--- src/rtl/wrap_monitor_if.sv ---
// Bus between an up/down counter observer and wrap_monitor: sampled counter
// inputs plus the monitor's registered event/status outputs.
interface wrap_monitor_if #(
    parameter int WRAP_W = 8
);
    logic              sample_en;
    logic [2:0]        count_in;
    logic              M;
    logic              clr;
    logic              wrap_up;
    logic              wrap_down;
    logic [WRAP_W-1:0] wrap_count;
    logic [2:0]        last_count;
    logic              step_err;

    modport master (
        output sample_en, count_in, M, clr,
        input  wrap_up, wrap_down, wrap_count, last_count, step_err
    );

    modport slave (
        input  sample_en, count_in, M, clr,
        output wrap_up, wrap_down, wrap_count, last_count, step_err
    );
endinterface

--- src/rtl/wrap_monitor.sv ---
// Watches a 3-bit up/down counter, pulses on 7->0 / 0->7 wraps and keeps a
// saturating net wrap tally. Optional step checking: WRAP_MONITOR_STEP_CHECK_EN.
module wrap_monitor #(
    parameter int WRAP_W = 8
) (
    input logic           clock,
    input logic           reset_n,
    wrap_monitor_if.slave mon
);
    typedef enum logic [0:0] {
        IDLE  = 1'b0,
        TRACK = 1'b1
    } state_t;

    localparam logic [WRAP_W-1:0] CNT_MAX = {WRAP_W{1'b1}};
    localparam logic [WRAP_W-1:0] CNT_ONE = {{(WRAP_W-1){1'b0}}, 1'b1};

    state_t            state_r, state_s;
    logic [2:0]        last_count_r, last_count_s;
    logic              wrap_up_r, wrap_up_s;
    logic              wrap_down_r, wrap_down_s;
    logic [WRAP_W-1:0] wrap_count_r, wrap_count_s;
    logic              track_sample_s;

    // Next-state, pulse, last-sample and tally logic
    always_comb begin
        state_s        = state_r;
        last_count_s   = last_count_r;
        wrap_up_s      = 1'b0;
        wrap_down_s    = 1'b0;
        wrap_count_s   = wrap_count_r;
        track_sample_s = 1'b0;

        case (state_r)
            IDLE: begin
                if (mon.sample_en) begin
                    last_count_s = mon.count_in;
                    state_s      = TRACK;
                end else begin
                    state_s      = IDLE;
                end
            end
            TRACK: begin
                if (mon.sample_en) begin
                    track_sample_s = 1'b1;
                    last_count_s   = mon.count_in;
                    if ((last_count_r == 3'd7) && (mon.count_in == 3'd0) && mon.M) begin
                        wrap_up_s = 1'b1;
                    end else if ((last_count_r == 3'd0) && (mon.count_in == 3'd7) && !mon.M) begin
                        wrap_down_s = 1'b1;
                    end else begin
                        wrap_up_s   = 1'b0;
                        wrap_down_s = 1'b0;
                    end
                end else begin
                    track_sample_s = 1'b0;
                end
            end
            default: begin
                state_s = IDLE;
            end
        endcase

        // Clear has priority over any tally movement, but the pulse still issues
        if (mon.clr) begin
            wrap_count_s = {WRAP_W{1'b0}};
        end else if (wrap_up_s && (wrap_count_r != CNT_MAX)) begin
            wrap_count_s = wrap_count_r + CNT_ONE;
        end else if (wrap_down_s && (wrap_count_r != {WRAP_W{1'b0}})) begin
            wrap_count_s = wrap_count_r - CNT_ONE;
        end else begin
            wrap_count_s = wrap_count_r;
        end
    end

    // State and registered outputs
    always_ff @(posedge clock or negedge reset_n) begin
        if (!reset_n) begin
            state_r      <= IDLE;
            last_count_r <= 3'd0;
            wrap_up_r    <= 1'b0;
            wrap_down_r  <= 1'b0;
            wrap_count_r <= {WRAP_W{1'b0}};
        end else begin
            state_r      <= state_s;
            last_count_r <= last_count_s;
            wrap_up_r    <= wrap_up_s;
            wrap_down_r  <= wrap_down_s;
            wrap_count_r <= wrap_count_s;
        end
    end

`ifdef WRAP_MONITOR_STEP_CHECK_EN
    logic step_err_r, step_err_s;

    // A legal step is a hold or a single step in the direction given by M
    function automatic logic step_illegal(input logic [2:0] prev,
                                          input logic [2:0] cur,
                                          input logic       m);
        logic result;
        if (cur == prev) begin
            result = 1'b0;
        end else if (cur == (prev + 3'd1)) begin
            result = !m;
        end else if (cur == (prev - 3'd1)) begin
            result = m;
        end else begin
            result = 1'b1;
        end
        return result;
    endfunction

    // Sticky error flag, cleared only by clr
    always_comb begin
        step_err_s = step_err_r;
        if (mon.clr) begin
            step_err_s = 1'b0;
        end else if (track_sample_s && step_illegal(last_count_r, mon.count_in, mon.M)) begin
            step_err_s = 1'b1;
        end else begin
            step_err_s = step_err_r;
        end
    end

    // Step error register
    always_ff @(posedge clock or negedge reset_n) begin
        if (!reset_n) begin
            step_err_r <= 1'b0;
        end else begin
            step_err_r <= step_err_s;
        end
    end

    assign mon.step_err = step_err_r;
`else
    logic unused_track_s;
    assign unused_track_s = track_sample_s;
    assign mon.step_err   = 1'b0;
`endif

    assign mon.wrap_up    = wrap_up_r;
    assign mon.wrap_down  = wrap_down_r;
    assign mon.wrap_count = wrap_count_r;
    assign mon.last_count = last_count_r;
endmodule

--- src/flat_wrapper.sv ---
// flat-port wrapper written by rule: the top's interface ports become plain ports
module wrap_monitor_flat 
#(
    parameter int WRAP_W = 8
)
  (clock, reset_n, mon_sample_en, mon_count_in, mon_M, mon_clr, mon_wrap_up, mon_wrap_down, mon_wrap_count, mon_last_count, mon_step_err);
  wrap_monitor_if #(.WRAP_W(WRAP_W)) mon_i ();
  input logic clock;
  input logic reset_n;
  input wire logic [$bits(mon_i.sample_en)-1:0] mon_sample_en;
  input wire logic [$bits(mon_i.count_in)-1:0] mon_count_in;
  input wire logic [$bits(mon_i.M)-1:0] mon_M;
  input wire logic [$bits(mon_i.clr)-1:0] mon_clr;
  output wire logic [$bits(mon_i.wrap_up)-1:0] mon_wrap_up;
  output wire logic [$bits(mon_i.wrap_down)-1:0] mon_wrap_down;
  output wire logic [$bits(mon_i.wrap_count)-1:0] mon_wrap_count;
  output wire logic [$bits(mon_i.last_count)-1:0] mon_last_count;
  output wire logic [$bits(mon_i.step_err)-1:0] mon_step_err;
  assign mon_i.sample_en = mon_sample_en;
  assign mon_i.count_in = mon_count_in;
  assign mon_i.M = mon_M;
  assign mon_i.clr = mon_clr;
  assign mon_wrap_up = mon_i.wrap_up;
  assign mon_wrap_down = mon_i.wrap_down;
  assign mon_wrap_count = mon_i.wrap_count;
  assign mon_last_count = mon_i.last_count;
  assign mon_step_err = mon_i.step_err;
  wrap_monitor #(.WRAP_W(WRAP_W)) u_core (.clock(clock), .reset_n(reset_n), .mon(mon_i));
endmodule
--- config.mk ---
export PLATFORM = sky130hd
export DESIGN_NAME = wrap_monitor_flat
export DESIGN_NICKNAME = d
export VERILOG_FILES = /design/src/rtl/wrap_monitor_if.sv /design/src/rtl/wrap_monitor.sv /design/src/flat_wrapper.sv
export SDC_FILE = /design/constraint.sdc
export NUM_CORES = 1
export LEC_CHECK = 0
export BUFFER_PORTS_ARGS = -buffer_cell sky130_fd_sc_hd__buf_4
export CAP_MARGIN = 0
export CORE_MARGIN = 5
export CORE_UTILIZATION = 38
export CTS_CLUSTER_SIZE = 25
export DETAILED_ROUTE_END_ITERATION = 10
export GPL_TIMING_DRIVEN = 0
export PLACE_DENSITY = 0.62
export SLEW_MARGIN = 30
export SYNTH_ARGS = -nofsm -noshare
export SYNTH_HDL_FRONTEND = slang
export SYNTH_SLANG_ARGS = --single-unit
export TNS_END_PERCENT = 10
--- constraint.sdc ---
create_clock -name clock -period 4 [get_ports clock]
set_input_delay 0.4 -clock clock [delete_from_list [all_inputs] [get_ports clock]]
set_output_delay 0.4 -clock clock [all_outputs]
set_load 0.005 [all_outputs]
==> results.json, run 1 <==
{
  "status": "finished clean",
  "ys_ff_latch": 14,
  "drc": 0,
  "core_um2": 2432,
  "clkSinkCount": 14,
  "required_ps": 4150,
  "synth_edf_count": 0,
  "fmax_mhz": 332.5,
  "leakagePower_nw": 0.5573,
  "num_rows": 18,
  "internal_power_mw": 0.2171,
  "diodes": 0,
  "dominantRegCellSynth": "dfrtp_1",
  "fin_crit_sh_pct": 75.18,
  "syn-cell-area_um2": 944.7,
  "layout-drive-gt1-share_pct": 27.87,
  "synth_area_leader_cell": "dfrtp_1",
  "num_io_pins": 22,
  "arrival_ps": 3160,
  "postSynthCellCount": 98,
  "postCtsHoldBufs": 1,
  "synthTopCellsByCount": "14 x dfrtp_1, 11 x nor2_1, 8 x nand2_1",
  "cpLargestDelayFamily": "simple AND/OR/NAND/NOR gates",
  "synth_nets": 113,
  "finalSetupTns_ps": 0,
  "clk_pin_slew_ps": 80,
  "grt.overflow.total": 0,
  "cts_setup_buffers": 0,
  "cap_violations": 0,
  "gp_congestion": 0.7674,
  "synth.area.top_cells": "dfrtp_1 37%, ha_1 7.9%, nor2_1 4.4%",
  "clkLatencyLatePin_ps": 280,
  "pwr-share-clk_pct": 36.2,
  "worstMarginPinSlew_ps": 501.0,
  "antenna_left": 0,
  "cp-end-kind": "flip-flop",
  "synth_most_common_cell": "dfrtp_1",
  "via_per_inst": 5.237,
  "grt_pass1_wl_mm": 3.387,
  "peakVddDrop_v": 0.0002339,
  "rsz0062_at_grt": "no",
  "crit_cells": 10,
  "cts_tree": "yes",
  "reg2reg_depth": 10,
  "crit_type": "flip-flop to flip-flop",
  "path_max_fanout": 6,
  "hold_violations": 0,
  "worst-path-buf-inv": 1,
  "finalInstanceArea_um2": 1171,
  "seq_area_um2": 350.3,
  "multi_input_area_um2": 564.3,
  "combPwrFrac_pct": 11.1,
  "max_slew_margin_pct": 66.40,
  "hold_depth": 2,
  "h-tree-depth": 1,
  "netlist.area_leader.share_pct": 37.09,
  "switching_share_pct": 22.91,
  "async_flop_share_pct": 100.0,
  "die_w_um": 59.86,
  "num_vias": 796,
  "p_switching_mw": 0.06451,
  "synth_cell_types": 37,
  "antenna_found_initial": 0,
  "io_buffers": 19,
  "ys_warn_count": 0,
  "final_max_slew_viol_count": 0,
  "cts-resized-gates": 0,
  "die_h_um": 59.86,
  "fin_crit_ps": 3007,
  "route.final.wire_length_mm": 2.047,
  "place_hpwl_mm": 1.648,
  "syn_area_per_cell_um2": 9.639,
  "fin_worst_skew_ps": 0.5084,
  "final_nets": 138,
  "critPathLaunchType": "flip-flop",
  "wl_per_cell_um": 13.47,
  "firstDrtPassIters": 4,
  "syn_to_final_growth_pct": 23.97,
  "slowest_stage": "or4b_4",
  "cts.path.max_buffers": 2,
  "start_util_pct": 38.84,
  "synth_seq_area_share_pct": 37.09,
  "track_usage_pct": 12.67,
  "die-area_um2": 3583,
  "seqPwrFrac_pct": 52.7,
  "cts_made_buffers": 3,
  "setup_viol": 0,
  "cts_root_buf": "clkbuf_4",
  "cp_slowest_stage_delay_ps": 490,
  "nFillCells": 249,
  "worstPathCellList": "or4b_4, nor3_4, and2_4, inv_1, ha_1, nor2b_1, o31a_1, and3b_1, o41ai_1, a21oi_1",
  "grt_max_degree": 15,
  "grt_pass1_vias": 757,
  "p_per_area_nw_per_um2": 240.4,
  "drtIter0Drc": 32,
  "postPlaceCellArea_um2": 1125,
  "hp-class": "input port to flip-flop"
}
==> logic make-up (layout without fill, tap and decap cells) <==
kind of cell / Yosys count / count (layout) / share of synthesized area (%)
AO/OA/AOI/OAI: 18 / 18 / 12.19
XOR/XNOR: 3 / 3 / 2.782
adder cells (fa/ha/maj): 7 / 7 / 10.07
buffers and inverters: 7 / 31 / 3.179
flip-flops: 14 / 14 / 37.09
multiplexers: 8 / 8 / 9.006
other: 1 / 1 / 0.3970
AND/OR/NAND/NOR: 40 / 40 / 25.30
==> flip-flops by register name, indices dropped and copies added (netlist names) <==
signal / count
u_core.mon.last_count: 3
u_core.mon.wrap_count: 8
u_core.mon.wrap_down: 1
u_core.mon.wrap_up: 1
u_core.state_r: 1
==> routing by layer <==
layer / vias to the layer above / track usage (%) / wire length [um]
met1: 378 / 15.69 / 845
met2: 18 / 21.14 / 1091
met3: 2 / 2.376 / 99
met5: - / 0 / 0
met4: 0 / 5.696 / 10
li1: 398 / - / -
==> area by class of cell <==
cell class | instances | share of cell area (%)
buffer | 2 | 0.9615
clock buffer | 4 | 3.098
inverter | 5 | 1.603
multi-input combinational | 77 | 48.18
sequential | 14 | 29.91
tap | 30 | 3.205
timing repair buffer | 20 | 13.03
==> power by group through the flow <==
stage	combinational (mW)	sequential, mW	clock [mW]
2_1_floorplan	0.0142	0.151	0
3_5_place_dp	0.0311	0.151	0
3_3_place_gp	0.0305	0.151	0
4_1_cts	0.0319	0.149	0.107
6_report	0.0312	0.149	0.102
5_1_grt	0.0345	0.149	0.115
==> layout by cell type (no fill, tap or decap), types with 2 or more instances in the layout <==
master / instances
xnor2_1: 2
nor2_1: 11
buf_4: 20
nand3_1: 2
mux2i_1: 4
ha_1: 6
nand2_1: 8
nand4_1: 3
inv_1: 5
or4_1: 2
mux2_2: 3
o21ai_0: 5
clkbuf_4: 3
a21oi_1: 7
nor2b_1: 3
dfrtp_1: 14
==> stage by stage <==
step / setup slack (ps) / cells / util (%) / hold slack, ps / power [mW]
2_1_floorplan: 1170 / 98 / - / 104.4 / 0.1651
3_3_place_gp: 809.7 / 147 / 46.24 / 261.6 / 0.1816
3_5_place_dp: 794.6 / 147 / 46.24 / 261.4 / 0.1824
4_1_cts: 987.6 / 152 / 48.15 / 355.6 / 0.2879
5_1_grt: 788.9 / 152 / 48.15 / 348.9 / 0.2985
6_report: 992.8 / 152 / 48.15 / 366.6 / 0.2816
==> final timing paths <==
check / startpoint / to / slack, ps
worst max-delay path: u_core.mon.last_count[1] / u_core.mon.wrap_count[6] / 990
worst min-delay path: mon_count_in[0] / u_core.mon.last_count[0] / 370
worst max register to register: u_core.mon.last_count[1] / u_core.mon.wrap_count[6] / 990
worst min register to register: u_core.state_r / u_core.state_r / 520
max in group asynchronous: reset_n / u_core.mon.last_count[2] / 3330
min in group asynchronous: reset_n / u_core.mon.last_count[1] / 500
Power figures use the tool's default switching activity.
==> run 2, diff against run 1 <==
- clock period: 4 -> 3 ns (I/O delays scaled with it)
==> run 2 against run 1 <==
Compared with the run above:
- worst setup slack worse by 850 ps
- clock power is 34% higher
- global-route usage increased by 0.089 points
- cell count grew 3.3%
- wire length increased by 7.6%
- largest cell class unchanged
==> results.json, run 2 (synthesized netlist as in run 1, its figures left out) <==
{
  "final_max_slew_viol_count": 0,
  "utilization_pct": 52.42,
  "final_cells": 157,
  "start_util_pct": 38.84,
  "combPwrFrac_pct": 12.0,
  "crit_type": "flip-flop to flip-flop",
  "grt_pass1_vias": 777,
  "cts_tree": "yes",
  "cts_made_buffers": 3,
  "grt_pass1_wl_mm": 3.422,
  "seqPwrFrac_pct": 52.0,
  "final_cell_mix": "24 x buf_4, 11 x nor2_1, 11 x dfrtp_1",
  "hp-class": "input port to flip-flop",
  "largest_reg_flops": 8,
  "internal_power_mw": 0.2923,
  "clkSinkCount": 14,
  "peakVddDrop_v": 0.0003182,
  "path_max_fanout": 6,
  "clkLatencyLatePin_ps": 280,
  "status": "finished clean",
  "final_nets": 143,
  "dpl.cell_count": 147,
  "num_rows": 18,
  "die_w_um": 59.86,
  "grt.overflow.total": 0,
  "core_um2": 2432,
  "wl_per_cell_um": 14.03,
  "drc": 0,
  "die_h_um": 59.86,
  "antenna_left": 0,
  "p_switching_mw": 0.08907,
  "cp-end-kind": "flip-flop",
  "place_hpwl_mm": 1.648,
  "io_buffers": 19,
  "fin_worst_skew_ps": 3.025,
  "switching_share_pct": 23.35,
  "num_vias": 839,
  "num_io_pins": 22,
  "layout_commonest_cell": "buf_4",
  "cap_violations": 0,
  "reg2reg_depth": 10,
  "fin_crit_ps": 2858,
  "max_slew_margin_pct": 65.64,
  "slowest_stage": "or4b_4",
  "worstPathCellList": "or4b_4, nor3_4, and2_4, clkinvlp_4, ha_4, a21oi_1, nand2_1, a21oi_2, mux2i_1, mux2_1",
  "die-area_um2": 3583,
  "hold_depth": 2,
  "layout-drive-gt1-share_pct": 38.58,
  "route.final.wire_length_mm": 2.202,
  "hold_violations": 0,
  "fmax_mhz": 349.9,
  "gp_congestion": 0.7674,
  "critPathLaunchType": "flip-flop",
  "track_usage_pct": 12.76,
  "clk_pin_slew_ps": 90,
  "h-tree-depth": 1,
  "pwr-share-clk_pct": 36.0,
  "nFillCells": 246,
  "cts.path.max_buffers": 2,
  "drtIter0Drc": 34,
  "diodes": 0,
  "cts_root_buf": "clkbuf_4",
  "leakagePower_nw": 0.5855,
  "setup_viol": 0,
  "antenna_found_initial": 0,
  "via_per_inst": 5.344,
  "arrival_ps": 3030,
  "syn_to_final_growth_pct": 34.97,
  "required_ps": 3170,
  "cp_slowest_stage_delay_ps": 480,
  "worstMarginPinSlew_ps": 512.3,
  "grt_max_degree": 15,
  "fin_crit_sh_pct": 95.26,
  "firstDrtPassIters": 4,
  "p_per_area_nw_per_um2": 299.1
}
==> run 2: cell count changes in the layout (fill, tap and decap cells not counted), moves of 3 or more <==
| cell | delta |
|---|---|
| buf_4 | +4 |
| dfrtp_1 | -3 |
| dfrtp_2 | +3 |
| ha_1 | -3 |
| ha_4 | +3 |
==> run 2: final cells by class <==
| cell class | count | area (um2) | area share, % |
|---|---|---|---|
| inverter | 5 | 22.52 | 1.766 |
| buffer | 2 | 11.26 | 0.8832 |
| multi-input combinational | 77 | 619.3 | 48.58 |
| tap | 30 | 37.54 | 2.944 |
| sequential | 14 | 354.1 | 27.77 |
| clock buffer | 4 | 36.28 | 2.846 |
| timing repair buffer | 25 | 193.9 | 15.21 |
==> run 2: path summary, 6_finish.rpt <==
path                                     startpoint                        to  slack (ps)
setup / recovery           u_core.mon.last_count[1]  u_core.mon.wrap_count[7]         140
hold / removal                      mon_count_in[0]  u_core.mon.last_count[0]         260
setup reg to reg           u_core.mon.last_count[1]  u_core.mon.wrap_count[7]         140
hold reg to reg                      u_core.state_r            u_core.state_r         520
max in group asynchronous                   reset_n  u_core.mon.wrap_count[6]        2410
min in group asynchronous                   reset_n  u_core.mon.wrap_count[0]         400
==> run 2: stage by stage <==
step	hold WS [ps]	TNS, ps	worst slack (ps)	cell area [um2]	power [mW]
finish	263.8	0	142.1	1275	0.3814
global route	247.2	-49.85	-39.96	1275	0.4028
CTS	255.6	0	16.09	1179	0.3840
detailed placement	161.4	-180.3	-105.4	1125	0.2433
global placement	161.6	-117.0	-90.26	1125	0.2422
floorplan	4.409	0	269.2	944.7	0.2202
==> run 2: layer usage <==
| metal | wire, um | GRT usage (%) |
|---|---|---|
| met1 | 894 | 15.56 |
| met2 | 1155 | 21.30 |
| met3 | 109 | 2.376 |
| met4 | 42 | 6.329 |
| met5 | 0 | 0 |
==> run 2: critical path: cells and delay by family, from the launching register on <==
family | cells | cell delay [ps]
mux | 2 | 550
compound gates | 2 | 340
simple gates | 4 | 970
flops | 1 | 390
buf+inv | 1 | 180
fa+ha+maj | 1 | 300
==> run 2: what timing repair did <==
item,in CTS,in global routing
hold buffers,1,0
endpoints found under the hold margin,14,0
endpoints found under the setup margin,1,2
gates resized for setup,1,12
pin swaps,0,4
setup buffers,0,5
==> run 2: power groups by stage <==
stage	Combinational (mW)	Clock (mW)	Sequential [mW]
global placement	0.0406	0	0.202
CTS	0.0427	0.143	0.198
global route	0.0503	0.154	0.199
finish	0.0458	0.137	0.198
floorplan	0.0189	0	0.201
detailed placement	0.0414	0	0.202
